[src/rtl/psum_acc_sequencer.sv]
// Accumulation-phase sequencer: walks every output pixel, reads its K*K kij-shifted
// psum words, drives SFP clear/accumulate/ReLU and hands each result over valid/ready.
module psum_acc_sequencer #(
    parameter int IN_W       = 10,
    parameter int OUT_W      = 8,
    parameter int K          = 3,
    parameter int KIJ_STRIDE = 128,
    parameter int ADDR_BW    = 11
) (
    input  logic               clk,
    input  logic               reset,
    input  logic               start,
    input  logic               relu_en,
    output logic               CEN_pmem,
    output logic               WEN_pmem,
    output logic [ADDR_BW-1:0] A_pmem,
    output logic               sfp_clr,
    output logic               acc,
    output logic               relu,
    output logic               out_valid,
    input  logic               out_ready,
    output logic [5:0]         out_idx,
    output logic               busy,
    output logic               done
);

    localparam int RW = (OUT_W > 1) ? $clog2(OUT_W) : 1;
    localparam int KW = (K > 1) ? $clog2(K) : 1;

    localparam logic [RW-1:0]      OUT_LAST = RW'(OUT_W - 1);
    localparam logic [KW-1:0]      K_LAST   = KW'(K - 1);
    // Address deltas between consecutive reads and consecutive pixels.
    localparam logic [ADDR_BW-1:0] STEP_KJ  = ADDR_BW'(KIJ_STRIDE + 1);
    localparam logic [ADDR_BW-1:0] STEP_KI  = ADDR_BW'(KIJ_STRIDE + IN_W - (K - 1));
    localparam logic [ADDR_BW-1:0] STEP_ROW = ADDR_BW'(IN_W - (OUT_W - 1));

    typedef enum logic [2:0] {
        S_IDLE, S_CLR, S_RD, S_DRAIN, S_RELU, S_EMIT
    } state_t;

    state_t             state, state_d;
    logic [RW-1:0]      orow, orow_d, ocol, ocol_d;
    logic [KW-1:0]      ki, ki_d, kj, kj_d;
    logic [ADDR_BW-1:0] base, base_d, addr_d;
    logic               relu_l, relu_l_d;
    logic               cen_d, clr_d, acc_d, relu_d, valid_d, busy_d, done_d;
    logic [5:0]         idx_d;

    assign WEN_pmem = 1'b1;

    // NOTE: every output is assigned a default before the case statement so no
    // path leaves a signal unassigned and no latch is inferred.
    always_comb begin
        state_d  = state;
        orow_d   = orow;
        ocol_d   = ocol;
        ki_d     = ki;
        kj_d     = kj;
        base_d   = base;
        relu_l_d = relu_l;
        addr_d   = A_pmem;
        cen_d    = CEN_pmem;
        idx_d    = out_idx;
        busy_d   = busy;
        clr_d    = 1'b0;
        acc_d    = 1'b0;
        relu_d   = 1'b0;
        valid_d  = 1'b0;
        done_d   = 1'b0;

        unique case (state)
            S_IDLE: if (start) begin
                state_d  = S_CLR;
                busy_d   = 1'b1;
                clr_d    = 1'b1;
                orow_d   = '0;
                ocol_d   = '0;
                base_d   = '0;
                idx_d    = '0;
                relu_l_d = relu_en;
            end
            S_CLR: begin
                state_d = S_RD;
                cen_d   = 1'b0;
                addr_d  = base;
                ki_d    = '0;
                kj_d    = '0;
            end
            S_RD: begin
                // Read data lands one cycle after its address, so acc trails by one.
                acc_d = 1'b1;
                if (kj == K_LAST && ki == K_LAST) begin
                    state_d = S_DRAIN;
                    cen_d   = 1'b1;
                end else if (kj == K_LAST) begin
                    kj_d   = '0;
                    ki_d   = ki + 1'b1;
                    addr_d = A_pmem + STEP_KI;
                end else begin
                    kj_d   = kj + 1'b1;
                    addr_d = A_pmem + STEP_KJ;
                end
            end
            S_DRAIN: begin
                state_d = S_RELU;
                relu_d  = relu_l;
            end
            S_RELU: begin
                state_d = S_EMIT;
                valid_d = 1'b1;
            end
            S_EMIT: begin
                if (!out_ready) begin
                    valid_d = 1'b1;
                end else if (orow == OUT_LAST && ocol == OUT_LAST) begin
                    state_d = S_IDLE;
                    busy_d  = 1'b0;
                    done_d  = 1'b1;
                    idx_d   = '0;
                end else begin
                    state_d = S_CLR;
                    clr_d   = 1'b1;
                    idx_d   = out_idx + 1'b1;
                    if (ocol == OUT_LAST) begin
                        ocol_d = '0;
                        orow_d = orow + 1'b1;
                        base_d = base + STEP_ROW;
                    end else begin
                        ocol_d = ocol + 1'b1;
                        base_d = base + 1'b1;
                    end
                end
            end
            default: state_d = S_IDLE;
        endcase
    end

    // NOTE: reset is sampled on the clock edge here; it is not in the sensitivity list.
    always_ff @(posedge clk) begin
        if (reset) begin
            state     <= S_IDLE;
            orow      <= '0;
            ocol      <= '0;
            ki        <= '0;
            kj        <= '0;
            base      <= '0;
            relu_l    <= 1'b0;
            A_pmem    <= '0;
            CEN_pmem  <= 1'b1;
            sfp_clr   <= 1'b0;
            acc       <= 1'b0;
            relu      <= 1'b0;
            out_valid <= 1'b0;
            out_idx   <= '0;
            busy      <= 1'b0;
            done      <= 1'b0;
        end else begin
            state     <= state_d;
            orow      <= orow_d;
            ocol      <= ocol_d;
            ki        <= ki_d;
            kj        <= kj_d;
            base      <= base_d;
            relu_l    <= relu_l_d;
            A_pmem    <= addr_d;
            CEN_pmem  <= cen_d;
            sfp_clr   <= clr_d;
            acc       <= acc_d;
            relu      <= relu_d;
            out_valid <= valid_d;
            out_idx   <= idx_d;
            busy      <= busy_d;
            done      <= done_d;
        end
    end

endmodule
[config.mk]
export PLATFORM = sky130hd
export DESIGN_NAME = psum_acc_sequencer
export DESIGN_NICKNAME = d
export VERILOG_FILES = /design/src/rtl/psum_acc_sequencer.sv
export SDC_FILE = /design/constraint.sdc
export NUM_CORES = 1
export LEC_CHECK = 0
export CORE_MARGIN = 2
export CORE_UTILIZATION = 40
export CTS_BUF_LIST = sky130_fd_sc_hd__clkbuf_8
export DETAILED_ROUTE_END_ITERATION = 7
export GPL_ROUTABILITY_DRIVEN = 0
export PLACE_DENSITY = 0.66
export RECOVER_POWER = 100
export SLEW_MARGIN = 30
export SYNTH_ARGS = -nofsm -noshare
export SYNTH_HDL_FRONTEND = slang
export SYNTH_SLANG_ARGS = --single-unit
[constraint.sdc]
create_clock -name clk -period 6.3 [get_ports clk]
set_input_delay 1.89 -clock clk [delete_from_list [all_inputs] [get_ports clk]]
set_output_delay 1.89 -clock clk [all_outputs]
set_load 0.01 [all_outputs]
---- Word level (Yosys, flattened, before mapping) ----
Cells that the tools add are included.
storage, ports and cells
  register bits after elaboration ......... 49
  latch bits .............................. 0
  RAM bits ................................ 0
  ROM bits ................................ 0
  output and inout port bits .............. 25
  memories kept ........................... 0
operators by class
  $add $sub $neg .......................... 9
  multiply operators ...................... 0
  divide/modulo/power cells ............... 0
  $lt $le $gt $ge ......................... 0
  equal/unequal tests ..................... 17
  shifts and indexed selects .............. 0
  mux-type cells .......................... 46
  bitwise logic cells ..................... 3
  reductions and logical operators ........ 16
operators with widths
  cell                                                             count
  11-bit 2-to-1 mux                                                6
  11-bit one-hot mux with 2 select lines                           2
  3-bit 2-to-1 mux                                                 10
  11-bit by 8-bit adder with 11-bit output, second input constant  2
  6-bit 2-to-1 mux                                                 3
  3-bit one-hot mux with 6 select lines                            1
  2-bit inequality test, second input constant                     8
  3-bit == test, second input constant                             4
  3-bit one-hot mux with 2 select lines                            2
  6-bit one-hot mux with 2 select lines                            1
  11-bit by 1-bit adder with 11-bit output, second input constant  1
  11-bit by 2-bit adder with 11-bit output, second input constant  1
  1-bit 2-to-1 mux                                                 11
  3-bit AND reduction                                              3
  2-bit 2-to-1 mux                                                 4
  1-bit one-hot mux with 2 select lines                            4
  2-bit one-hot mux with 2 select lines                            2
  4-bit AND reduction                                              2
  3-bit by 1-bit adder with 3-bit output, second input constant    2
  6-bit by 1-bit adder with 6-bit output, second input constant    1
  3-bit by 2-bit == test with 1-bit output, second input constant  2
  2-bit AND reduction                                              3
  5-bit AND reduction                                              1
  2-bit by 1-bit adder with 2-bit output, second input constant    2
  8 further kinds                                                  13

---- Logic depth before layout (Yosys ltp) ----
Gate-level depths: netlist of the first run.
  depth in word-level cells ............... 5
  mapped depth ............................ 9
  gate-level depth less buffers ........... 8

---- Worst setup path before layout of the first run ----
No wires, ideal clock.
  path type ............................... input port to flip-flop
  start ................................... in start
  end ..................................... reg base[10]
  setup time .............................. 0.121 ns
  arrival time ............................ 3.176 ns
  data required time ...................... 6.179 ns
  path slack .............................. 3.003 ns
  cell stages on the path ................. 5
  buffers on the path ..................... 0
  path through ............................ or3b_4 -> a21oi_2 -> nand2_1 -> nor4_1 -> mux2_2
on the way
  cells in the longest elaborated chain, start to end .. 2
ends and longest elaborated chain
  what                             line  RTL
  start: declaration               12    input logic start,
  2-bit inequality test (no line)  n/a
  4-bit AND reduction (no line)    n/a
  end signal: assignment           163   base <= base_d;
  end: declaration                 44    logic [ADDR_BW-1:0] base, base_d, addr_d;
No other way between the ends.
A chain may end at the register's enable or synchronous reset.

---- Worst setup path after layout of the first run ----
Same ends and word-level chain as after synthesis.

==> impl_metrics.tcl, run 1 <==
set metrics [dict create \
    grt_pass1_vias 2027 \
    fin_crit_sh_pct 70.1 \
    io_pins 30 \
    end_kind "flop" \
    swShare_pct 30.0 \
    timing.hold.ws_ns 0.465 \
    die_h_um 83.2 \
    totalWireLength_um 5460 \
    ys.warnings.count 0 \
    internal_power_uw 553 \
    drt_iter0_markers 114 \
    clock-sinks 49 \
    syn_inst 299 \
    fillers 583 \
    syn2layout_area_growth_pct 16.8 \
    dieArea_um2 6910 \
    ys_seq_elements 49 \
    synthSimpleGateAreaFrac_pct 27.2 \
    yosys.area_share.adder_pct 5.29 \
    layout_min_cycle_time_ns 4.42 \
    hold_viol 0 \
    violations "max-capacitance violations, max-slew violations" \
    r2r_end "base[10]" \
    ctsRootBufferMaster "clkbuf_8" \
    timing.max_cap.violations 1 \
    drt-vias-per-instance 5.44 \
    combPwrFrac_pct 21.0 \
    grt_util_all_layers_pct 16.1 \
    insertedDiodeCount 0 \
    drive_gt1_share_pct 5.33 \
    wl_per_cell_um 13.8 \
    final_cell_count_no_fill 394 \
    dieWidth_um 83.2 \
    fmax_mhz 226 \
    hold_buffers 0 \
    synthXorXnorAreaFrac_pct 5.24 \
    tightestPinTransition_ns 1.61 \
    ir_drop_v 0.000133 \
    skew_ns 0.00893 \
    yosysSeqAreaShare_pct 39.1 \
    portBuffers 28 \
    synth_top_family_by_area "simple AND/OR/NAND/NOR gates" \
    clkPwrFrac_pct 33.8 \
    post-dp-hpwl_um 3690 \
    clkLatencyLatePin_ns 0.31 \
    cts.repair.resized 0 \
    ctsHtreeMaxLevel 2 \
    cp.arrival_ns 4.62 \
    grt_pass1_wl_um 9330 \
    hold_start "relu_l" \
    r2r_cells 5 \
    dp_cells 386 \
    synth.distinct_cells 53 \
    first_pass_iters 4 \
    synth_area_um2 2510 \
    dr_total_vias 2144 \
    core_um2 5990 \
    synth_compound_area_share_pct 16.1 \
    muxShareOfSynthArea_pct 2.05 \
    hold_class "reg2reg" \
    async_reset_ff_share_pct 0 \
    grt_antenna_before_repair 0 \
    leakage_nw 1.09 \
    fin_setup_tns_ns 0 \
    final_antenna_net_count 0 \
    fin_nets 333 \
    p_switching_uw 237 \
    rsz0062_at_grt "no" \
    setup_viol_count_final 0 \
    avgSynthCellArea_um2 8.38 \
    clockBufferDepth 2 \
    start_kind "input pin" \
    hold_end "relu" \
    r2r_setup_slack_ns 3.47 \
    rows 28 \
    drc 0 \
    cts_tree "yes" \
    r2r_start "state[2]" \
    clk_pin_slew_worst_paths_ns 0.09 \
    status "finished, violations left" \
    p_seq_share_pct 45.2 \
    grt_max_degree 39 \
    powerDensity_nw_per_um2 270 \
    critPathKind "in2reg" \
    cts_buffers 5 \
    grt_overflow 0 \
    worst-path-max-fanout 12 \
    holdPathStages 2 \
    cts_setup_buffers 0 \
    maxSlewViolCount 39 \
    synth_edf_count 0 \
    maxSlewHeadroom_pct -7.48 \
    synth_ff_type "dfxtp_1" \
    required_ns 6.51 \
    initial_core_util_pct 41.8 \
    syn-num-nets 314 \
]
==> layout by cell type, fill, tap and decap left out, types with 2 or more instances in the layout <==
cell	n
a211oi_1	4
nand3_1	15
nor2b_1	2
a21o_1	3
o21ai_1	4
nor3_1	10
bufinv_16	2
mux2i_1	4
clkdlybuf4s50_1	2
xor2_1	5
nor4_2	4
nor4_1	4
nor2_1	44
dlygate4sd3_1	26
a2bb2oi_1	2
xnor2_1	10
a21oi_1	27
nand2_1	21
dfxtp_1	49
a31oi_1	3
ha_1	9
inv_1	8
o21ai_0	5
nand4_1	5
and3_1	3
nand3b_1	4
nand2b_1	5
and2_1	2
a22o_1	2
a22oi_1	4
a32oi_1	2
clkbuf_8	5
nor4b_1	2
==> cell usage after synthesis, types with 3 or more instances <==
master / count / share of area (%)
nand3b_1: 4 / 1.2
mux2i_1: 4 / 1.6
o21ai_0: 5 / 1.0
a31oi_1: 3 / 0.75
ha_1: 9 / 4.5
nor2_1: 44 / 6.6
a21oi_1: 26 / 5.2
inv_1: 8 / 1.2
nor4_2: 4 / 2.0
nor3_1: 10 / 2.0
a22oi_1: 4 / 1.2
nand2_1: 21 / 3.1
dfxtp_1: 49 / 39
nand3_1: 15 / 3.0
nand2b_1: 5 / 1.2
clkbuf_1: 11 / 1.6
xor2_1: 5 / 1.7
a21o_1: 3 / 0.90
xnor2_1: 10 / 3.5
nor4_1: 4 / 1.0
o21ai_1: 4 / 0.80
a211oi_1: 4 / 1.2
buf_2: 4 / 0.80
and3_1: 3 / 0.75
nand4_1: 5 / 1.2
==> registers in the layout, indices dropped and copies added (netlist names) <==
register and count:
CEN_pmem 1, ki 2, out_valid 1, busy 1, acc 1, relu 1
orow 3, out_idx 6, done 1, state 3, A_pmem 11, base 11
sfp_clr 1, relu_l 1, kj 2, ocol 3
==> stage by stage <==
stage / util (%) / total power [mW] / setup WS, ns / area, µm²
after global routing: 48.9 / 0.829 / 1.57 / 2930
after detailed placement: 46.8 / 0.536 / 1.98 / 2800
after floorplan: - / 0.483 / 3.00 / 2510
after CTS: 49.0 / 0.805 / 2.28 / 2940
after global placement: 46.8 / 0.535 / 2.00 / 2800
final: 48.9 / 0.790 / 1.88 / 2930
==> final cells by class <==
cell class	instances	area, µm²	area share [%]
inverters	8	30.0	1.03
clock inverters	3	65.1	2.22
well taps	75	93.8	3.21
repair buffers	30	292	9.96
clock buffers	5	68.8	2.35
multi-input cells	224	1400	47.7
flip-flops and latches	49	981	33.5
==> critical path: stages <==
cell           delay (ns)
dlygate4sd3_1        0.57
or3b_1               0.38
a21oi_1              0.73
nand2_1              0.33
nor4_1               0.36
mux2_2               0.36
==> how the worst max path moves through the flow <==
stage	startpoint	end	slack [ns]	cells after the start
floorplan	start	base[10]	3.00	5
global placement	start	base[10]	2.00	6
detailed placement	start	base[10]	1.98	6
CTS	start	base[10]	2.28	6
global route	start	base[10]	1.57	6
finish	start	base[10]	1.88	6
==> per-layer routing <==
metal | GRT usage [%] | wire length [µm]
met5 | 0 | 0
met4 | 5.37 | 72
met3 | 3.48 | 233
met2 | 25.7 | 2530
met1 | 21.6 | 2620
==> cells by family (layout without fill, tap and decap cells) <==
| family | Yosys count | after routing |
|---|---|---|
| and+or+nand+nor | 129 | 129 |
| xor gates and xnor gates | 15 | 15 |
| buffers and inverters | 26 | 46 |
| DFF | 49 | 49 |
| AOI/OAI and AO/OA | 64 | 64 |
| other | 1 | 1 |
| muxes | 5 | 5 |
| adders and majority gates | 10 | 10 |
==> power by group through the flow <==
stage	clock network (mW)	logic, mW	registers (mW)
after floorplan	0	0.124	0.359
after CTS	0.273	0.173	0.358
after global routing	0.283	0.184	0.362
final	0.267	0.166	0.357
after detailed placement	0	0.171	0.365
after global placement	0	0.170	0.364
No activity file was read; power rests on OpenSTA's default activity.
==> inputs of run 2 (changes only) <==
--- a/config.mk
+++ b/config.mk
@@ -10,7 +10,7 @@
 export CTS_BUF_LIST = sky130_fd_sc_hd__clkbuf_8
 export DETAILED_ROUTE_END_ITERATION = 7
 export GPL_ROUTABILITY_DRIVEN = 0
-export PLACE_DENSITY = 0.66
+export PLACE_DENSITY = 0.69
 export RECOVER_POWER = 100
 export SLEW_MARGIN = 30
 export SYNTH_ARGS = -nofsm -noshare
==> constraint.sdc (replaced) <==
create_clock -name clk -period 4 [get_ports clk]
set_input_delay 1.2 -clock clk [delete_from_list [all_inputs] [get_ports clk]]
set_output_delay 1.2 -clock clk [all_outputs]
set_load 0.01 [all_outputs]
==> run 2 against run 1 <==
The flow now finishes without violations; sequential power rose by 57%; hold slack worse by 0.0039 ns; final area fell by 1.9%; register-to-register slack lost 2.2 ns; final cell count up 0.51%; die area did not move; largest cell class unchanged; first-iteration DRC count fell by 36%; utilization is 0.94 points lower; routed wire length grew 2.4%.
==> impl_metrics.tcl, run 2 (synthesized netlist as in run 1, its figures left out) <==
set metrics [dict create \
    hold_buffers 0 \
    rows 28 \
    met1_usage_pct 21.4 \
    layout_min_cycle_time_ns 3.07 \
    hold_viol 0 \
    cts_setup_buffers 0 \
    hold_class "reg2reg" \
    start_kind "input pin" \
    wl_per_cell_um 14.1 \
    fmax_mhz 326 \
    portBuffers 28 \
    ctsRootBufferMaster "clkbuf_8" \
    grt_pass1_vias 2083 \
    grt_max_degree 29 \
    ctsHtreeMaxLevel 2 \
    ir_drop_v 0.000188 \
    combPwrFrac_pct 21.8 \
    clockBufferDepth 2 \
    rsz0062_at_grt "no" \
    grt_antenna_before_repair 0 \
    first_pass_iters 4 \
    powerDensity_nw_per_um2 413 \
    final_core_util_pct 47.9 \
    grt_pass1_wl_um 9590 \
    initial_core_util_pct 41.8 \
    swShare_pct 31.7 \
    placed_cell_area_um2 2820 \
    leakage_nw 1.08 \
    insertedDiodeCount 0 \
    totalWireLength_um 5590 \
    reg_top3 "A_pmem (11), base (11), out_idx (6)" \
    cts.repair.resized 0 \
    io_pins 30 \
    die_h_um 83.2 \
    setup_viol_count_final 0 \
    maxSlewViolCount 0 \
    cp.arrival_ns 3.23 \
    clk_pin_slew_worst_paths_ns 0.09 \
    syn2layout_area_growth_pct 14.6 \
    grt_util_all_layers_pct 16.7 \
    fin_setup_tns_ns 0 \
    r2r_setup_slack_ns 1.25 \
    internal_power_uw 809 \
    drc 0 \
    required_ns 4.16 \
    power_mw 1.18 \
    timing.max_cap.violations 0 \
    cts_buffers 5 \
    grt-busiest-layer "met2" \
    end_kind "flop" \
    grt_overflow 0 \
    post-dp-hpwl_um 3930 \
    final_common_cell "dfxtp_1" \
    most-common-layout-cells "dfxtp_1 (49), nor2_1 (44), a21oi_1 (27)" \
    drt-vias-per-instance 5.45 \
    clkPwrFrac_pct 30.8 \
    met2_usage_pct 28.4 \
    p_seq_share_pct 47.4 \
    design_area_um2 2870 \
    critPathKind "in2reg" \
    final_antenna_net_count 0 \
    cts_tree "yes" \
    core_um2 5990 \
    drive_gt1_share_pct 3.74 \
    p_switching_uw 376 \
    clkLatencyLatePin_ns 0.31 \
    tightestPinTransition_ns 1.17 \
    maxSlewHeadroom_pct 21.9 \
    dieArea_um2 6910 \
    clock-sinks 49 \
    worst-path-max-fanout 22 \
    skew_ns 0.00773 \
    fin_crit_sh_pct 76.7 \
    dr_total_vias 2159 \
    drt_iter0_markers 73 \
    timing.hold.ws_ns 0.462 \
    met3_usage_pct 3.18 \
    status "finished clean" \
    fin_nets 335 \
    dieWidth_um 83.2 \
]
run 2: metal layers:
metal	routed length, µm	vias to the layer above
met5	0	-
met4	51	0
met3	216	6
met2	2630	47
met1	2690	1004
li1	-	1102
run 2: worst max-delay path: stages:
cell and delay (ns):
dlygate4sd3_1 0.70, clkbuf_1 0.39, clkbuf_1 0.80, nor3_1 0.13
run 2: metrics by stage:
| step | setup slack, ns | std cells |
|---|---|---|
| after CTS | 1.06 | 396 |
| after global placement | 0.795 | 388 |
| after floorplan | 1.39 | 299 |
| after detailed placement | 0.739 | 388 |
| after global routing | 0.744 | 396 |
| final | 0.933 | 396 |
run 2: path summary, 6_finish.rpt:
path                                from        end  cells after the start
worst max-delay path               reset  A_pmem[4]                      4
worst min-delay path             ocol[1]    ocol[1]                      2
worst max register to register  state[1]  A_pmem[8]                      5
worst min register to register   ocol[1]    ocol[1]                      2
run 2: area by class of cell:
| class | count | area [µm²] |
|---|---|---|
| Clock buffer | 5 | 68.8 |
| Inverter | 8 | 30.0 |
| Fill cell | 580 | 3120 |
| Sequential cell | 49 | 981 |
| Timing Repair Buffer | 32 | 299 |
| Clock inverter | 3 | 46.3 |
| Tap cell | 75 | 93.8 |
| Multi-Input combinational cell | 224 | 1350 |
run 2: power groups by stage:
stage | registers (mW) | clock network (mW) | logic, mW
global route | 0.569 | 0.391 | 0.292
CTS | 0.563 | 0.372 | 0.277
floorplan | 0.565 | 0 | 0.196
detailed placement | 0.575 | 0 | 0.275
finish | 0.561 | 0.365 | 0.258
global placement | 0.574 | 0 | 0.269
